$ cat src/rtl/fpu_seq_if.sv
// -----------------------------------------------------------------------------
// fpu_seq_if
// Request/response bundle for the sequential floating-point unit.
//   Request  : valid_i, ready_o, op_i[3:0], in1_i[W-1:0], in2_i[W-1:0]
//   Response : valid_o, ready_i, out_o[W-1:0], overflow_o, invalid_o
// Signal suffixes are named from the FPU's point of view. The FPU connects
// through the slave modport; the operand-issue/writeback side uses master.
// -----------------------------------------------------------------------------
interface fpu_seq_if #(
    parameter int EXP_W = 8,
    parameter int MAN_W = 7
);
    localparam int W = 1 + EXP_W + MAN_W;

    logic         valid_i;
    logic         ready_o;
    logic [3:0]   op_i;
    logic [W-1:0] in1_i;
    logic [W-1:0] in2_i;
    logic         valid_o;
    logic         ready_i;
    logic [W-1:0] out_o;
    logic         overflow_o;
    logic         invalid_o;

    modport slave (
        input  valid_i, op_i, in1_i, in2_i, ready_i,
        output ready_o, valid_o, out_o, overflow_o, invalid_o
    );

    modport master (
        output valid_i, op_i, in1_i, in2_i, ready_i,
        input  ready_o, valid_o, out_o, overflow_o, invalid_o
    );
endinterface

$ cat src/rtl/fpu_seq.sv
// -----------------------------------------------------------------------------
// fpu_seq
// Multi-cycle add/sub/mul/div on a parametrised IEEE-style format (bf16 by
// default). One operation in flight; division uses a restoring divider that
// produces one quotient bit per cycle. Denormals flush to zero, rounding is
// nearest-even, overflow saturates to Inf.
// Ports:
//   clk  - clock, rising edge
//   rst  - asynchronous active-high reset
//   bus  - fpu_seq_if.slave (request handshake, operands, result, flags)
// -----------------------------------------------------------------------------
module fpu_seq #(
    parameter int EXP_W = 8,
    parameter int MAN_W = 7
) (
    input  logic     clk,
    input  logic     rst,
    fpu_seq_if.slave bus
);
    localparam int W         = 1 + EXP_W + MAN_W;
    localparam int P         = MAN_W + 1;          // significand incl. hidden bit
    localparam int AW        = 2 * P + 4;          // shared pre-normalisation width
    localparam int EW        = EXP_W + 3;          // signed working exponent
    localparam int LW        = $clog2(AW);
    localparam int DIV_STEPS = P + 2;              // quotient bits incl. guard/round
    localparam int CW        = $clog2(DIV_STEPS + 1);

    localparam logic signed [EW-1:0] BIAS    = EW'((1 << (EXP_W - 1)) - 1);
    localparam logic signed [EW-1:0] EXP_MAX = EW'((1 << EXP_W) - 1);
    localparam logic signed [EW-1:0] ONE_E   = EW'(1);
    localparam logic signed [EW-1:0] ZERO_E  = EW'(0);
    localparam logic [W-1:0]   QNAN    = {1'b0, {EXP_W{1'b1}}, 1'b1, {(MAN_W-1){1'b0}}};
    localparam logic [P+2:0]   ONES_X  = {(P+3){1'b1}};

    typedef enum logic [2:0] {S_IDLE, S_UNPACK, S_EXEC, S_ROUND, S_DONE} state_t;

    typedef struct packed {
        logic             s;
        logic [EXP_W-1:0] e;
        logic [P-1:0]     m;
        logic             z;
        logic             inf;
        logic             nan;
    } unp_t;

    // Field split and classification; exponent 0 (incl. denormals) is zero.
    function automatic unp_t unpack_op(input logic [W-1:0] x);
        unp_t u;
        logic all1;
        u.s   = x[W-1];
        u.e   = x[W-2 -: EXP_W];
        all1  = (u.e == {EXP_W{1'b1}});
        u.z   = (u.e == {EXP_W{1'b0}});
        u.inf = all1 && (x[MAN_W-1:0] == {MAN_W{1'b0}});
        u.nan = all1 && (x[MAN_W-1:0] != {MAN_W{1'b0}});
        u.m   = u.z ? {P{1'b0}} : {1'b1, x[MAN_W-1:0]};
        return u;
    endfunction

    state_t               state_q;
    logic [3:0]           op_q;
    logic [W-1:0]         in1_q, in2_q;
    unp_t                 ua_q, ub_q;
    logic [AW-1:0]        acc_q;
    logic signed [EW-1:0] exp_q;
    logic                 sgn_q;
    logic [P:0]           rem_q;
    logic [P+1:0]         quo_q;
    logic [CW-1:0]        cnt_q;
    logic [W-1:0]         res_q;
    logic                 res_ovf_q, res_inv_q;
    logic                 ready_q, valid_q, ovf_q, inv_q;
    logic [W-1:0]         out_q;

    logic is_add, is_sub, is_mul, is_div, illegal_s;

    // Opcode decode; anything that is not exactly one-hot is illegal.
    always_comb begin
        is_add    = (op_q == 4'b0001);
        is_sub    = (op_q == 4'b0010);
        is_mul    = (op_q == 4'b0100);
        is_div    = (op_q == 4'b1000);
        illegal_s = !(is_add || is_sub || is_mul || is_div);
    end

    logic                 sb_eff, a_big, s_big, s_sml;
    logic [EXP_W-1:0]     e_big, e_sml, d_s;
    logic [P-1:0]         m_big, m_sml;
    logic [P+2:0]         ext_s, shf_s, aln_s;
    logic                 lost_s;
    logic [P+3:0]         sum_s;
    logic [2*P-1:0]       prod_s;
    logic [AW-1:0]        acc_d;
    logic signed [EW-1:0] exp_d;
    logic                 sgn_d;

    // Single-cycle datapath: aligned add/sub with sticky, and the full product.
    always_comb begin
        sb_eff = ub_q.s ^ is_sub;
        a_big  = ({ua_q.e, ua_q.m} >= {ub_q.e, ub_q.m});
        e_big  = a_big ? ua_q.e : ub_q.e;
        e_sml  = a_big ? ub_q.e : ua_q.e;
        m_big  = a_big ? ua_q.m : ub_q.m;
        m_sml  = a_big ? ub_q.m : ua_q.m;
        s_big  = a_big ? ua_q.s : sb_eff;
        s_sml  = a_big ? sb_eff : ua_q.s;
        d_s    = e_big - e_sml;
        // Three extra low bits (guard, round, sticky); anything shifted past
        // them collapses into the sticky position.
        ext_s  = {m_sml, 3'b000};
        lost_s = |(ext_s & ~(ONES_X << d_s));
        shf_s  = ext_s >> d_s;
        aln_s  = {shf_s[P+2:1], shf_s[0] | lost_s};
        if (s_big == s_sml) begin
            sum_s = {1'b0, m_big, 3'b000} + {1'b0, aln_s};
        end else begin
            sum_s = {1'b0, m_big, 3'b000} - {1'b0, aln_s};
        end
        prod_s = {{P{1'b0}}, ua_q.m} * {{P{1'b0}}, ub_q.m};
        // All results are placed so that a normalised leading one sits at AW-2.
        if (is_mul) begin
            acc_d = {prod_s, 4'b0000};
            exp_d = $signed({3'b000, ua_q.e}) + $signed({3'b000, ub_q.e}) - BIAS;
            sgn_d = ua_q.s ^ ub_q.s;
        end else if (is_div) begin
            acc_d = {AW{1'b0}};
            exp_d = $signed({3'b000, ua_q.e}) - $signed({3'b000, ub_q.e}) + BIAS;
            sgn_d = ua_q.s ^ ub_q.s;
        end else begin
            acc_d = {sum_s, {P{1'b0}}};
            exp_d = $signed({3'b000, e_big});
            sgn_d = s_big;
        end
    end

    logic         ge_s;
    logic [P:0]   rdiff_s, rem_d;
    logic [P+1:0] quo_d;

    // One restoring-division step.
    always_comb begin
        ge_s    = (rem_q >= {1'b0, ub_q.m});
        rdiff_s = ge_s ? (rem_q - {1'b0, ub_q.m}) : rem_q;
        rem_d   = rdiff_s << 1;
        quo_d   = {quo_q[P:0], ge_s};
    end

    logic [AW-1:0]        acc_in;
    logic                 stk_in, acc_zero, zsign;
    logic [LW-1:0]        pos_s, lz_s;
    logic [AW-2:0]        nacc;
    logic                 nstk, guard_s, rest_s, rnd_up;
    logic signed [EW-1:0] ne_s, ne_r;
    logic [P-1:0]         mant_s;
    logic [P:0]           mant_r;
    logic [MAN_W-1:0]     frac_s;
    logic [W-1:0]         arith_res;
    logic                 arith_ovf;

    // Normalise, round to nearest-even and range-check the arithmetic result.
    always_comb begin
        acc_in   = is_div ? {1'b0, quo_q, {(AW-P-3){1'b0}}} : acc_q;
        stk_in   = is_div && (rem_q != {(P+1){1'b0}});
        acc_zero = (acc_in == {AW{1'b0}});
        pos_s    = {LW{1'b0}};
        for (int i = 0; i < AW - 1; i++) begin
            if (acc_in[i]) begin
                pos_s = LW'(i);
            end else begin
                pos_s = pos_s;
            end
        end
        lz_s = LW'(AW - 2) - pos_s;
        if (acc_in[AW-1]) begin
            nacc = acc_in[AW-1:1];
            nstk = stk_in | acc_in[0];
            ne_s = exp_q + ONE_E;
        end else begin
            nacc = acc_in[AW-2:0] << lz_s;
            nstk = stk_in;
            ne_s = exp_q - $signed({{(EW-LW){1'b0}}, lz_s});
        end
        mant_s  = nacc[AW-2 -: P];
        guard_s = nacc[AW-2-P];
        rest_s  = (|nacc[AW-3-P:0]) | nstk;
        rnd_up  = guard_s & (rest_s | mant_s[0]);
        mant_r  = {1'b0, mant_s} + {{P{1'b0}}, rnd_up};
        // A rounding carry leaves 1.000..0, so the fraction is zero either way.
        ne_r    = mant_r[P] ? (ne_s + ONE_E) : ne_s;
        frac_s  = mant_r[P] ? mant_r[P-1:1] : mant_r[P-2:0];
        // x-x is +0 in round-to-nearest; only (-0)+(-0) keeps the minus sign.
        zsign   = (is_add || is_sub) ? (ua_q.z & ub_q.z & ua_q.s & sb_eff) : sgn_q;
        if (acc_zero) begin
            arith_res = {zsign, {(W-1){1'b0}}};
            arith_ovf = 1'b0;
        end else if (ne_r >= EXP_MAX) begin
            arith_res = {sgn_q, {EXP_W{1'b1}}, {MAN_W{1'b0}}};
            arith_ovf = 1'b1;
        end else if (ne_r <= ZERO_E) begin
            arith_res = {sgn_q, {(W-1){1'b0}}};
            arith_ovf = 1'b0;
        end else begin
            arith_res = {sgn_q, ne_r[EXP_W-1:0], frac_s};
            arith_ovf = 1'b0;
        end
    end

    logic [W-1:0] res_d;
    logic         ovf_d, inv_d, sgn_x;

    // Special-operand handling overrides the arithmetic result.
    always_comb begin
        sgn_x = ua_q.s ^ ub_q.s;
        ovf_d = 1'b0;
        inv_d = 1'b0;
        res_d = arith_res;
        if (illegal_s || ua_q.nan || ub_q.nan) begin
            res_d = QNAN;
            inv_d = 1'b1;
        end else if (is_add || is_sub) begin
            if (ua_q.inf && ub_q.inf && (ua_q.s != sb_eff)) begin
                res_d = QNAN;
                inv_d = 1'b1;
            end else if (ua_q.inf) begin
                res_d = {ua_q.s, {EXP_W{1'b1}}, {MAN_W{1'b0}}};
            end else if (ub_q.inf) begin
                res_d = {sb_eff, {EXP_W{1'b1}}, {MAN_W{1'b0}}};
            end else begin
                ovf_d = arith_ovf;
            end
        end else if (is_mul) begin
            if ((ua_q.z && ub_q.inf) || (ua_q.inf && ub_q.z)) begin
                res_d = QNAN;
                inv_d = 1'b1;
            end else if (ua_q.inf || ub_q.inf) begin
                res_d = {sgn_x, {EXP_W{1'b1}}, {MAN_W{1'b0}}};
            end else begin
                ovf_d = arith_ovf;
            end
        end else begin
            if ((ua_q.z && ub_q.z) || (ua_q.inf && ub_q.inf)) begin
                res_d = QNAN;
                inv_d = 1'b1;
            end else if (ua_q.inf || ub_q.z) begin
                res_d = {sgn_x, {EXP_W{1'b1}}, {MAN_W{1'b0}}};
            end else if (ub_q.inf) begin
                res_d = {sgn_x, {(W-1){1'b0}}};
            end else begin
                ovf_d = arith_ovf;
            end
        end
    end

    // Control FSM with all state, datapath and output registers.
    always_ff @(posedge clk or posedge rst) begin
        if (rst) begin
            state_q   <= S_IDLE;
            op_q      <= 4'b0000;
            in1_q     <= {W{1'b0}};
            in2_q     <= {W{1'b0}};
            ua_q      <= '{default: 1'b0};
            ub_q      <= '{default: 1'b0};
            acc_q     <= {AW{1'b0}};
            exp_q     <= ZERO_E;
            sgn_q     <= 1'b0;
            rem_q     <= {(P+1){1'b0}};
            quo_q     <= {(P+2){1'b0}};
            cnt_q     <= {CW{1'b0}};
            res_q     <= {W{1'b0}};
            res_ovf_q <= 1'b0;
            res_inv_q <= 1'b0;
            ready_q   <= 1'b0;
            valid_q   <= 1'b0;
            out_q     <= {W{1'b0}};
            ovf_q     <= 1'b0;
            inv_q     <= 1'b0;
        end else begin
            case (state_q)
                S_IDLE: begin
                    if (bus.valid_i && ready_q) begin
                        op_q    <= bus.op_i;
                        in1_q   <= bus.in1_i;
                        in2_q   <= bus.in2_i;
                        ready_q <= 1'b0;
                        state_q <= S_UNPACK;
                    end else begin
                        ready_q <= 1'b1;
                    end
                end
                S_UNPACK: begin
                    ua_q    <= unpack_op(in1_q);
                    ub_q    <= unpack_op(in2_q);
                    rem_q   <= {1'b0, unpack_op(in1_q).m};
                    quo_q   <= {(P+2){1'b0}};
                    cnt_q   <= {CW{1'b0}};
                    state_q <= S_EXEC;
                end
                S_EXEC: begin
                    acc_q <= acc_d;
                    exp_q <= exp_d;
                    sgn_q <= sgn_d;
                    if (is_div) begin
                        rem_q <= rem_d;
                        quo_q <= quo_d;
                        cnt_q <= cnt_q + {{(CW-1){1'b0}}, 1'b1};
                        if (cnt_q == CW'(DIV_STEPS - 1)) begin
                            state_q <= S_ROUND;
                        end else begin
                            state_q <= S_EXEC;
                        end
                    end else begin
                        state_q <= S_ROUND;
                    end
                end
                S_ROUND: begin
                    res_q     <= res_d;
                    res_ovf_q <= ovf_d;
                    res_inv_q <= inv_d;
                    state_q   <= S_DONE;
                end
                S_DONE: begin
                    // First DONE cycle loads the output register; after that
                    // outputs hold until the consumer takes the result.
                    if (!valid_q) begin
                        valid_q <= 1'b1;
                        out_q   <= res_q;
                        ovf_q   <= res_ovf_q;
                        inv_q   <= res_inv_q;
                    end else if (bus.ready_i) begin
                        valid_q <= 1'b0;
                        out_q   <= {W{1'b0}};
                        ovf_q   <= 1'b0;
                        inv_q   <= 1'b0;
                        ready_q <= 1'b1;
                        state_q <= S_IDLE;
                    end else begin
                        valid_q <= valid_q;
                    end
                end
                default: begin
                    state_q <= S_IDLE;
                    ready_q <= 1'b0;
                    valid_q <= 1'b0;
                end
            endcase
        end
    end

    assign bus.ready_o    = ready_q;
    assign bus.valid_o    = valid_q;
    assign bus.out_o      = out_q;
    assign bus.overflow_o = ovf_q;
    assign bus.invalid_o  = inv_q;

endmodule

$ cat src/flat_wrapper.sv
// flat-port wrapper written by rule: the top's interface ports become plain ports
module fpu_seq_flat 
#(
    parameter int EXP_W = 8,
    parameter int MAN_W = 7
)
  (clk, rst, bus_valid_i, bus_op_i, bus_in1_i, bus_in2_i, bus_ready_i, bus_ready_o, bus_valid_o, bus_out_o, bus_overflow_o, bus_invalid_o);
  fpu_seq_if #(.EXP_W(EXP_W), .MAN_W(MAN_W)) bus_i ();
  input  logic clk;
  input  logic rst;
  input wire logic [$bits(bus_i.valid_i)-1:0] bus_valid_i;
  input wire logic [$bits(bus_i.op_i)-1:0] bus_op_i;
  input wire logic [$bits(bus_i.in1_i)-1:0] bus_in1_i;
  input wire logic [$bits(bus_i.in2_i)-1:0] bus_in2_i;
  input wire logic [$bits(bus_i.ready_i)-1:0] bus_ready_i;
  output wire logic [$bits(bus_i.ready_o)-1:0] bus_ready_o;
  output wire logic [$bits(bus_i.valid_o)-1:0] bus_valid_o;
  output wire logic [$bits(bus_i.out_o)-1:0] bus_out_o;
  output wire logic [$bits(bus_i.overflow_o)-1:0] bus_overflow_o;
  output wire logic [$bits(bus_i.invalid_o)-1:0] bus_invalid_o;
  assign bus_i.valid_i = bus_valid_i;
  assign bus_i.op_i = bus_op_i;
  assign bus_i.in1_i = bus_in1_i;
  assign bus_i.in2_i = bus_in2_i;
  assign bus_i.ready_i = bus_ready_i;
  assign bus_ready_o = bus_i.ready_o;
  assign bus_valid_o = bus_i.valid_o;
  assign bus_out_o = bus_i.out_o;
  assign bus_overflow_o = bus_i.overflow_o;
  assign bus_invalid_o = bus_i.invalid_o;
  fpu_seq #(.EXP_W(EXP_W), .MAN_W(MAN_W)) u_core (.clk(clk), .rst(rst), .bus(bus_i));
endmodule
$ cat config.mk
export PLATFORM = sky130hd
export DESIGN_NAME = fpu_seq_flat
export DESIGN_NICKNAME = d
export VERILOG_FILES = /design/src/rtl/fpu_seq_if.sv /design/src/rtl/fpu_seq.sv /design/src/flat_wrapper.sv
export SDC_FILE = /design/constraint.sdc
export NUM_CORES = 1
export LEC_CHECK = 0
export BUFFER_PORTS_ARGS = -buffer_cell sky130_fd_sc_hd__buf_2
export CORE_MARGIN = 3
export CORE_UTILIZATION = 60
export DETAILED_ROUTE_END_ITERATION = 10
export MAX_ROUTING_LAYER = met4
export PLACE_DENSITY = 0.78
export SYNTH_ARGS = -nofsm -noshare
export SYNTH_HDL_FRONTEND = slang
export SYNTH_SLANG_ARGS = --single-unit
$ cat constraint.sdc
create_clock -name clk -period 13.1 [get_ports clk]
set_input_delay 0 -clock clk [delete_from_list [all_inputs] [get_ports clk]]
set_output_delay 0 -clock clk [all_outputs]
set_load 0.02 [all_outputs]
==> results of run 1 <==
==> cells in the mapped netlist (all sizes together) (11+ instances only) <==
library cell / count
nor2: 143
xor2: 18
o211ai: 12
xnor2: 61
nand2b: 11
buf: 11
clkbuf: 80
mux2: 52
o31ai: 15
dfrtp: 168
ha: 116
o21ai: 115
mux2i: 47
nand4: 16
nor3: 43
a22o: 27
nand2: 238
nor2b: 19
o21bai: 14
nand3: 37
a31oi: 15
and2: 30
a211oi: 20
or3: 14
a21o: 21
fa: 41
inv: 135
a21oi: 92
nor4: 17
and3: 13
==> sequential cells by signal (all words and copies together) (netlist names), 3 cells and up <==
signal	count
u_core.cnt_q	4
u_core.state_q	3
u_core.res_q	16
u_core.acc_q	16
u_core.op_q	4
u_core.ub_q	20
u_core.exp_q	11
u_core.bus.out_o	16
u_core.quo_q	10
u_core.in1_q	16
u_core.rem_q	9
u_core.ua_q	20
u_core.in2_q	16
==> repair_timing <==
item / in CTS / in global routing
buffers inserted: 0 / 0
hold buffers: 39 / 0
hold endpoints to repair: 133 / 0
==> area by class of cell <==
class,instances,area [um2],area share
multi-input cells,1391,10030,0.6062
clock inverters,14,153.9,0.009301
well taps,324,405.4,0.02450
flip-flops and latches,168,4204,0.2541
repair buffers,113,798.3,0.04824
inverters,136,515.5,0.03115
clock buffers,18,439.2,0.02654
==> worst min-delay path: cells and delay by family <==
| family | cells | cell delay [ps] |
|---|---|---|
| buf+inv | 3 | 1220 |
==> logic make-up (layout without fill, tap and decap cells) <==
family          after synthesis  after routing  share of synthesized area
simple gates                615            615                     0.1903
compound gates              432            432                     0.1914
buf+inv                     227            281                    0.05841
flops                       168            168                     0.2788
fa+ha+maj                   157            157                     0.1507
mux                         108            108                    0.08447
xor+xnor                     79             79                    0.04588
==> per-layer routing <==
| layer | vias up | track usage | wire, um |
|---|---|---|---|
| met2 | 529 | 0.5226 | 19710 |
| met4 | 0 | 0.1178 | 1407 |
| met3 | 92 | 0.04063 | 2658 |
| li1 | 6418 | - | - |
| met5 | - | - | 0 |
| met1 | 6498 | 0.4341 | 18440 |
==> metrics by stage <==
stage | util | hold slack [ps]
2_1_floorplan | - | 151.7
3_5_place_dp | 0.6344 | 224.0
6_report | 0.6745 | 244.6
5_1_grt | 0.6745 | 324.6
4_1_cts | 0.6745 | 306.3
3_3_place_gp | 0.6344 | 213.7
==> path summary, 6_finish.rpt <==
path,slack [ps],cells after the start,endpoint,start
worst max-delay path,5520,23,u_core.res_q[10]$_DFFE_PP0P_,u_core.op_q[1]$_DFFE_PP0P_
worst min register to register,480,2,u_core.ub_q[19]$_DFFE_PP0P_,u_core.in2_q[15]$_DFFE_PP0P_
min in group clk,320,3,u_core.in1_q[15]$_DFFE_PP0P_,bus_in1_i[15]
worst max register to register,5520,23,u_core.res_q[10]$_DFFE_PP0P_,u_core.op_q[1]$_DFFE_PP0P_
worst min-delay path,240,3,u_core.in2_q[9]$_DFFE_PP0P_,rst
max in group asynchronous,11340,4,u_core.acc_q[11]$_DFFE_PP0P_,rst
==> results.cfg, run 1 <==
[run_status]
outcome = finished, final reports clean

[detailed_routing]
drt_iter0_drc = 1402
viasPerCell = 6.256
num_vias = 13537
wl_um = 42220
drc = 0
postRouteAntennaNets = 0
wl_per_cell_um = 19.51
firstDrtPassIters = 6

[yosys]
synth_area_leaders = dfrtp_1 (28%), ha_1 (9.6%), nand2_1 (5.9%)
synthFlopType = dfrtp_1
synth_area_leader_cell = dfrtp_1
synth_top_area_share = 0.2788
synth_edf_count = 0
ys_seq_elements = 168
ys_types = 87
async_flop_share = 1.000
syn_inst = 1786
avgSynthCellArea_um2 = 8.443
ys_seq_area_frac = 0.2788
synth_area_mm2 = 0.01508
yosys_warnings = 0
synth_fp_nets = 1983

[critical_path]
slowest_delay_ps = 820
path_max_fanout = 39
path_class = reg -> reg
cp.required_ps = 13460
critical-path-top-delay-family = simple AND/OR/NAND/NOR gates
cp_slowest_cell = or4b_4
worstSetupEndpointType = flip-flop
worstPathArrival_ps = 7940
cp_num_buf_inv = 2
crit_chain = or4b_4 > mux2i_1 > and4b_1 > a211o_2 > ha_1 > inv_1 > nor2_1 > nand2_1 > xnor2_1 > nor2_1 > ha_1 > inv_1 > o21bai_1 > a21o_1 > a21o_1 > xor2_1 > and3_1 > nand3_1 > nor4_1 > xnor2_1 > o31ai_1 > o21ai_0 > a21oi_1
startpoint_type = flip-flop

[sta]
final-hold-violation-count = 0
worst_slack_ps = 5523
setup_viol = 0
rsz0062_at_grt = false
finalCriticalPeriod_ps = 7577
clock_skew_ps = 19.91
setup_tns_ps = 0
drv_slew = 0
max_freq_mhz = 132.0
min_period_over_period = 0.5784
worst_pin_slew_ps = 1172
relSlewSlack = 0.2160

[global_route]
grt_pass1_vias = 13319
grt.total_usage = 0.3281
grt_max_degree = 96
grt_overflow_total = 0
antenna_found_initial = 0
grt_pass1_wl_um = 69000

[clock_tree]
path_clk_slew_ps = 80
clock_sinks = 168
cts_buffers = 17
cts_buffer_depth = 2
clk_latency_ps = 440
cts_root_buf = clkbuf_16
htreeDepth = 4
cts_tree = yes
cts_resized = 0

[placement]
dp_slack_ps = 5626
portBuffers = 59
dpl_cell_area_mm2 = 0.01556
place_hpwl_um = 31130
place_congestion = 0.9888
place_inst = 2093

[die]
start_util = 0.6146
core_mm2 = 0.02453
num_io_pins = 60
die_w_um = 164.5
die_h_um = 164.5
row_count = 57
die-area_mm2 = 0.02707

[hold_path]
min-delay-path-class = in -> async

[layout]
fin_cells = 2164
n_fill_cell = 1989
drive_above_1_share = 0.1060
layout_common_cells = nand2_1 (238), dfrtp_1 (168), nor2_1 (141)
final_common_cell = nand2_1
antennaDiodeCount = 0
final_cell_area_mm2 = 0.01655
nets = 2024
area_growth_syn_to_layout_pct = 9.733

[job]
drv_cap = 0
Power of run 1 is left out: the tool's default activity adds up to more than one toggle a clock period on the data nets, which glitch-free logic cannot reach.
==> run 2: changes to the inputs <==
==> constraint.sdc (replaced) <==
create_clock -name clk -period 7 [get_ports clk]
set_input_delay 0 -clock clk [delete_from_list [all_inputs] [get_ports clk]]
set_output_delay 0 -clock clk [all_outputs]
set_load 0.02 [all_outputs]
==> run 2 against run 1 <==
- sequential share of layout area is 0.53 points lower
- fmax is 15% higher
- critical endpoint is now u_core.acc_q[18]$_DFFE_PP0P_
- critical path type unchanged
- die area stayed put
- first-iteration DRC count is 3.9% higher
- flip-flop and latch count stayed put
- highest routed layer unchanged
- worst hold slack worse by 22 ps
- register-to-register slack worse by 5100 ps
- count of clock-buffer cells in the layout is 1 lower
- via count is 2.2% higher
- global-route usage is 1.3 points higher
==> results.cfg, run 2 (synthesized netlist as in run 1, its figures left out) <==
[detailed_routing]
firstDrtPassIters = 8
drt_iter0_drc = 1456
viasPerCell = 6.288
wl_per_cell_um = 19.87
wl_um = 43720
postRouteAntennaNets = 0
num_vias = 13833
drc = 0

[layout]
fin_cells = 2200
regArea_mm2 = 0.004205
top_regs = u_core.ua_q (20), u_core.ub_q (20)
drive_above_1_share = 0.1274
n_fill_cell = 1976
multiInputGateArea_mm2 = 0.01006
antennaDiodeCount = 0
layout_common_cells = nand2_1 (238), dfrtp_1 (167), nor2_1 (141)
area_growth_syn_to_layout_pct = 12.10
final_common_cell = nand2_1
nets = 2060

[die]
die_h_um = 164.5
die_w_um = 164.5
core_mm2 = 0.02453
start_util = 0.6146
row_count = 57
die-area_mm2 = 0.02707
num_io_pins = 60

[sta]
whs_ps = 222.4
worst_pin_slew_ps = 1205
setup_tns_ps = 0
setup_viol = 0
relSlewSlack = 0.1934
final-hold-violation-count = 0
max_freq_mhz = 151.3
min_period_over_period = 0.9440
worst_slack_ps = 392.2
finalCriticalPeriod_ps = 6608
drv_slew = 0
clock_skew_ps = 16.27

[critical_path]
cp_num_buf_inv = 3
crit_top_cell = nor2_1
cp.required_ps = 7320
worstSetupEndpointType = flip-flop
critical-path-top-delay-family = compound AO/OA/AOI/OAI gates
startpoint_type = flip-flop
path_class = reg -> reg
worstPathArrival_ps = 6930
cp_slowest_cell = dfrtp_2
path_max_fanout = 11
slowest_delay_ps = 470

[global_route]
grt_overflow_total = 0
grt_max_degree = 92
grt_pass1_vias = 13468
grt_pass1_wl_um = 71480
antenna_found_initial = 0
grt.total_usage = 0.3415

[clock_tree]
cts_buffers = 17
cts_root_buf = clkbuf_16
path_clk_slew_ps = 90
cts_tree = yes
clk_latency_ps = 440
clock_sinks = 168
cts_buffer_depth = 2
htreeDepth = 4

[placement]
dp_slack_ps = 266.3
place_congestion = 0.9686
portBuffers = 59
place_hpwl_um = 32490
place_inst = 2127

[run_status]
outcome = finished, final reports clean

[job]
drv_cap = 0

[hold_path]
min-delay-path-class = in -> async
[run 2: cell types whose count changed in the layout (fill, tap and decap cells not counted), sizes merged]
cell | previous run | this run
clkinv | 7 | 9
clkinvlp | 1 | 0
bufinv | 0 | 1
clkbuf | 18 | 17
buf | 74 | 110
inv | 142 | 141
[run 2: cell type report]
cell class / count / area share
Clock buffer: 17 / 0.02517
Tap cell: 324 / 0.02398
Inverter: 136 / 0.03050
Multi-Input combinational cell: 1391 / 0.5953
Timing Repair Buffer: 149 / 0.06321
Clock inverter: 15 / 0.01303
Sequential cell: 168 / 0.2488
[run 2: path summary, 6_finish.rpt]
check | start | cells past startpoint | slack, ps | end
worst max register to register | u_core.ub_q[8]$_DFFE_PP0P_ | 30 | 390 | u_core.acc_q[18]$_DFFE_PP0P_
worst min-delay path | rst | 3 | 220 | u_core.in2_q[9]$_DFFE_PP0P_
max in group asynchronous | rst | 4 | 5200 | u_core.ub_q[8]$_DFFE_PP0P_
worst max-delay path | u_core.ub_q[8]$_DFFE_PP0P_ | 30 | 390 | u_core.acc_q[18]$_DFFE_PP0P_
min in group clk | bus_in1_i[3] | 3 | 320 | u_core.in1_q[3]$_DFFE_PP0P_
worst min register to register | u_core.in1_q[15]$_DFFE_PP0P_ | 2 | 470 | u_core.ua_q[19]$_DFFE_PP0P_
[run 2: stage by stage]
stage                     utilization  instance area (um2)
after floorplan                     -                15080
after global placement         0.6447                15820
after detailed placement       0.6447                15820
after CTS                      0.6870                16850
after global routing           0.6890                16900
final                          0.6890                16900
[run 2: what timing repair did]
action / 4_1_cts / 5_1_grt
endpoints found under the hold margin: 129 / 0
hold buffers: 39 / 0
buffers inserted: 0 / 2
endpoints found under the setup margin: 0 / 18
gates resized for setup: 0 / 8
[run 2: metal layers]
metal,share of wire,wire [um],up-vias,GRT usage
met4,0.031,1347,0,0.1144
met1,0.43,18800,6694,0.4531
met3,0.064,2809,97,0.04389
met2,0.47,20760,570,0.5457
li1,-,-,6472,-
met5,0,0,-,-
[run 2: tightest hold or removal path: cells and delay by family]
kind	cells	cell delay (ps)
buffers and inverters	3	1200
Power of run 2 is left out for the same reason.
